[src/rtl/truth_table_sweeper.sv]
`default_nettype none
// ============================================================================
// Module   : truth_table_sweeper
// Purpose  : Exhaustive stimulus engine for a 1-output combinational block.
//            Walks every input vector, holds each for SETTLE+1 cycles, compares
//            the sampled output against the EXPECT truth table and reports
//            pass/fail, mismatch count and the first failing vector.
// Revision : 1.0 - initial release
// ============================================================================
module truth_table_sweeper #(
    parameter int                      N_IN   = 4,
    parameter int                      SETTLE = 0,
    parameter logic [(1<<N_IN)-1:0]    EXPECT = '0
) (
    input  logic              clk,
    input  logic              rst_n,
    input  logic              start,
    input  logic              abort,
    input  logic              dut_y,
    output logic [N_IN-1:0]   stim,
    output logic              busy,
    output logic              done,
    output logic              pass,
    output logic [N_IN:0]     err_cnt,
    output logic              fail_seen,
    output logic [N_IN-1:0]   first_fail
);

    localparam logic [1:0]      c_IDLE   = 2'd0;
    localparam logic [1:0]      c_RUN    = 2'd1;
    localparam logic [1:0]      c_DONE   = 2'd2;
    localparam logic [3:0]      c_SETTLE = 4'(SETTLE);
    localparam logic [N_IN-1:0] c_LAST   = {N_IN{1'b1}};

    logic [1:0]      r_state;
    logic [N_IN-1:0] r_idx;
    logic [3:0]      r_hold;
    logic [N_IN:0]   r_err_cnt;
    logic            r_fail_seen;
    logic [N_IN-1:0] r_first_fail;

    logic            w_mismatch;
    logic            w_restart;

    // Compare result for the current vector and restart qualification.
    // A restart is only honoured outside RUN, so start during a sweep is ignored.
    always_comb begin
        w_mismatch = (dut_y != EXPECT[r_idx]);
        w_restart  = start && ((r_state == c_IDLE) || (r_state == c_DONE));
    end

    // Sweep sequencer: vector index, settle counter and result accumulation.
    // abort is checked before the sample/complete branch so it wins both.
    always_ff @(posedge clk or negedge rst_n) begin
        if (!rst_n) begin
            r_state      <= c_IDLE;
            r_idx        <= '0;
            r_hold       <= '0;
            r_err_cnt    <= '0;
            r_fail_seen  <= 1'b0;
            r_first_fail <= '0;
        end else if (w_restart) begin
            r_state      <= c_RUN;
            r_idx        <= '0;
            r_hold       <= '0;
            r_err_cnt    <= '0;
            r_fail_seen  <= 1'b0;
            r_first_fail <= '0;
        end else if (r_state == c_RUN) begin
            if (abort) begin
                r_state      <= c_IDLE;
                r_idx        <= '0;
                r_hold       <= '0;
                r_err_cnt    <= '0;
                r_fail_seen  <= 1'b0;
                r_first_fail <= '0;
            end else if (r_hold < c_SETTLE) begin
                r_hold <= r_hold + 4'd1;
            end else begin
                r_hold <= '0;
                if (w_mismatch) begin
                    r_err_cnt <= r_err_cnt + 1'b1;
                    if (!r_fail_seen) begin
                        r_first_fail <= r_idx;
                        r_fail_seen  <= 1'b1;
                    end
                end
                if (r_idx == c_LAST) begin
                    r_state <= c_DONE;
                end else begin
                    r_idx <= r_idx + 1'b1;
                end
            end
        end else if ((r_state != c_IDLE) && (r_state != c_DONE)) begin
            r_state <= c_IDLE;
        end
    end

    // Outputs decode directly from registered state, so they only move at
    // clock edges and all read zero while reset is asserted.
    always_comb begin
        stim       = r_idx;
        busy       = (r_state == c_RUN);
        done       = (r_state == c_DONE);
        pass       = (r_state == c_DONE) && (r_err_cnt == '0);
        err_cnt    = r_err_cnt;
        fail_seen  = r_fail_seen;
        first_fail = r_first_fail;
    end

endmodule
`default_nettype wire
[config.mk]
export PLATFORM = sky130hd
export DESIGN_NAME = truth_table_sweeper
export DESIGN_NICKNAME = d
export VERILOG_FILES = /design/src/rtl/truth_table_sweeper.sv
export SDC_FILE = /design/constraint.sdc
export NUM_CORES = 1
export LEC_CHECK = 0
export ABC_CLOCK_PERIOD_IN_PS = 1600
export BUFFER_PORTS_ARGS = -buffer_cell sky130_fd_sc_hd__buf_4
export CAP_MARGIN = 40
export CELL_PAD_IN_SITES_DETAIL_PLACEMENT = 0
export CELL_PAD_IN_SITES_GLOBAL_PLACEMENT = 1
export CORE_MARGIN = 2
export CORE_UTILIZATION = 38
export CTS_CLUSTER_SIZE = 20
export DETAILED_ROUTE_END_ITERATION = 10
export GPL_TIMING_DRIVEN = 0
export PLACE_DENSITY = 0.82
export SYNTH_ARGS = -nofsm -noshare
export SYNTH_HDL_FRONTEND = slang
export SYNTH_SLANG_ARGS = --single-unit
[constraint.sdc]
create_clock -name clk -period 1.6 [get_ports clk]
set_input_delay 0.24 -clock clk [delete_from_list [all_inputs] [get_ports clk]]
set_output_delay 0.24 -clock clk [all_outputs]
set_load 0.01 [all_outputs]
==> reports/qor.txt <==
Clock slew at reported path FFs - 0.09 ns
Syn nets - 88
Largest net degree at the start of global routing - 17
Synth Instances - 80
Commonest non-fill, non-tap cell in the layout - buf_4
Power per Cell Area - 967 nW/um^2
Drc violations - 0
Reg2reg setup slack - 0.12 ns
Achievable frequency - 0.640 GHz
# setup viols final - 0
Synth cell types - 31
Num ports - 22
Worst Max-Slew Pin Slew - 0.459 ns
Layout cell share with drive strength beyond 1 - 32.4%
Vias in the first global route - 658
Initial drt markers - 14
# diodes - 0
Maximum VDD drop - 0.513 mV
Core area - 2000 sq um
Critical path arrival - 1.32 ns
Synth Cell Area - 821 sq um
Chip Width - 50.5 microns
Row count - 16
Initial Util - 41.0%
Slew Viols, Final - 0
Seq/Total Area, Yosys - 48.8%
GRT Util Overall - 16.1%
Filler cells - 194
Clock Tree Buf Depth - 2
Hold path start - start
Crit Path Class - flop to primary output
Seq cells post-synth - 16
CTS tree - done
Nets@finish - 118
Final Worst Setup Slack - 0.0386 ns
RSZ-0062 raised after global routing - yes
Length of the first detailed-routing pass in iterations - 4
Syn Area/Cell - 10.3 sq um
Hold Path Sink - r_state[1]
Dpl ws - 0.0884 ns
Vias/cell - 5.13
Startpoint types - flop
Clock latency at the later pin of the worst-skew pair - 0.29 ns
Worst hold path class - primary input to flop
Final Hold Viols - 0
PortBufs - 21
First-pass GRT wire length - 3.01 mm
Die Area - 2550 sq um
Max FO, Critical Path - 2
Fin area - 1080 sq um
Setup crit end kind - primary output
Leakage - 0.532 nW
Setup Skew - 0.00443 ns
Setup TNS - 0 ns
Worst r2r src - stim[0]
Period utilization - 97.6%
WL final - 1.74 mm
Post-DR wirelength/cell - 12.9 microns
Normalized max-slew margin - 69.3%
Dpl hpwl - 1.26 mm
Clock Sink Count - 16
WHS Path Cells - 2
Clk root buf - clkbuf_4
Post-route ant nets - 0
Yosys warns - 0
H-tree levels - 1
Worst r2r path cells - 5
Placed inst area - 1010 sq um
Layout area overhead - 31.2%
Inserted Clock Buffers - 3
Die Y - 50.5 microns
GPL Wtd Cong - 0.717
Initial antenna violation count - 0
Final core utilization - 53.8%
Most frequent cells in the layout - buf_4, dfrtp_1, nand2b_1
Min cycle time layout - 1.56 ns
Run status - completed
MaxCap Viol Count - 0
GRT overflow - 0
Critical path required time - 1.36 ns
R2r endpoint - stim[3]
Total number of vias - 693
-- where the power goes --
| part | switching (mW) | total (mW) | internal, mW |
|---|---|---|---|
| clock | 0.126 | 0.214 | 0.0876 |
| combinational | 0.172 | 0.330 | 0.158 |
| sequential | 0.0497 | 0.498 | 0.449 |
-- worst max-delay path: stages (launching register included) --
cell and delay, ns:
dfrtp_1 0.40, inv_1 0.06, ha_1 0.13, nand2b_1 0.08, nor4_2 0.21, buf_4 0.16
-- metrics by stage --
stage / power (mW) / hold WS (ns) / cells
finish: 1.04 / 0.131 / 135
global placement: 0.803 / 0.107 / 128
CTS: 1.04 / 0.126 / 134
global route: 1.12 / 0.127 / 135
floorplan: 0.676 / -0.0556 / 80
detailed placement: 0.806 / 0.110 / 128
-- worst max path at each step --
stage               startpoint      end  slack (ns)
floorplan              stim[0]  stim[1]        0.19
global placement       stim[0]  stim[1]        0.12
detailed placement     stim[0]  stim[1]        0.09
CTS                 err_cnt[0]     pass        0.03
global route        err_cnt[0]     pass       -0.07
finish              err_cnt[0]     pass        0.04
-- what timing repair did --
item / in CTS / in global routing
buffers inserted: 2 / 1
resized for setup: 0 / 2
pin swaps: 1 / 0
hold buffers: 1 / 0
endpoints found under the hold margin: 16 / 0
setup endpoints to repair: 1 / 2
-- cell families (layout without fill, tap and decap cells) --
family                   count (synthesis)  in the layout  synth area share (%)
flip-flops                              16             16                  48.8
adder cells (fa/ha/maj)                  3              3                  4.57
buffers and inverters                    7             35                  3.51
AND/OR/NAND/NOR                         29             29                  19.8
XOR/XNOR                                 3              3                  3.20
AO/OA/AOI/OAI                           22             22                  20.1
-- layer usage --
layer  GRT usage (%)  up-vias  share of wire [%]  wire length [microns]
met5               0        -                  0                      0
met4            10.8        0                3.0                     53
met3            2.68        4                2.5                     43
met2            22.8       14                 47                    824
met1            22.3      329                 47                    820
li1                -      346                  -                      -
-- flip-flops by register name (all words and copies together) (netlist names) --
name	flops
first_fail	4
r_state	2
err_cnt	5
stim	4
fail_seen	1
-- synthesized netlist by cell type (all sizes together) --
library cell / count / share of area, %
o41ai: 2 / 2.1
a211oi: 1 / 0.91
or2b: 1 / 0.91
nor3: 1 / 0.61
a32o: 1 / 1.2
xor2: 1 / 1.1
ha: 3 / 4.6
dfrtp: 16 / 49
nor2b: 1 / 0.76
o32ai: 1 / 1.1
a21o: 2 / 1.8
a22o: 4 / 4.3
buf: 2 / 1.2
nand3: 4 / 2.4
or2: 1 / 0.76
xnor2: 2 / 2.1
nor2: 5 / 2.3
o211ai: 1 / 0.91
nand2: 5 / 2.3
inv: 5 / 2.3
o21ai: 6 / 3.7
a21oi: 3 / 3.2
o31ai: 1 / 0.91
and3: 1 / 0.76
nand2b: 6 / 4.6
nor4b: 1 / 1.8
nor3b: 2 / 1.8
nor4: 1 / 0.76
-- final cells by class --
class / count / area [sq um] / share of cell area [%]
buffer: 2 / 10.0 / 0.929
sequential: 16 / 400 / 37.2
clock buffer: 3 / 22.5 / 2.09
tap: 27 / 33.8 / 3.14
timing repair buffer: 25 / 190 / 17.7
multi-input combinational: 57 / 402 / 37.3
inverter: 5 / 18.8 / 1.74
(Power assumes the default switching activity.)
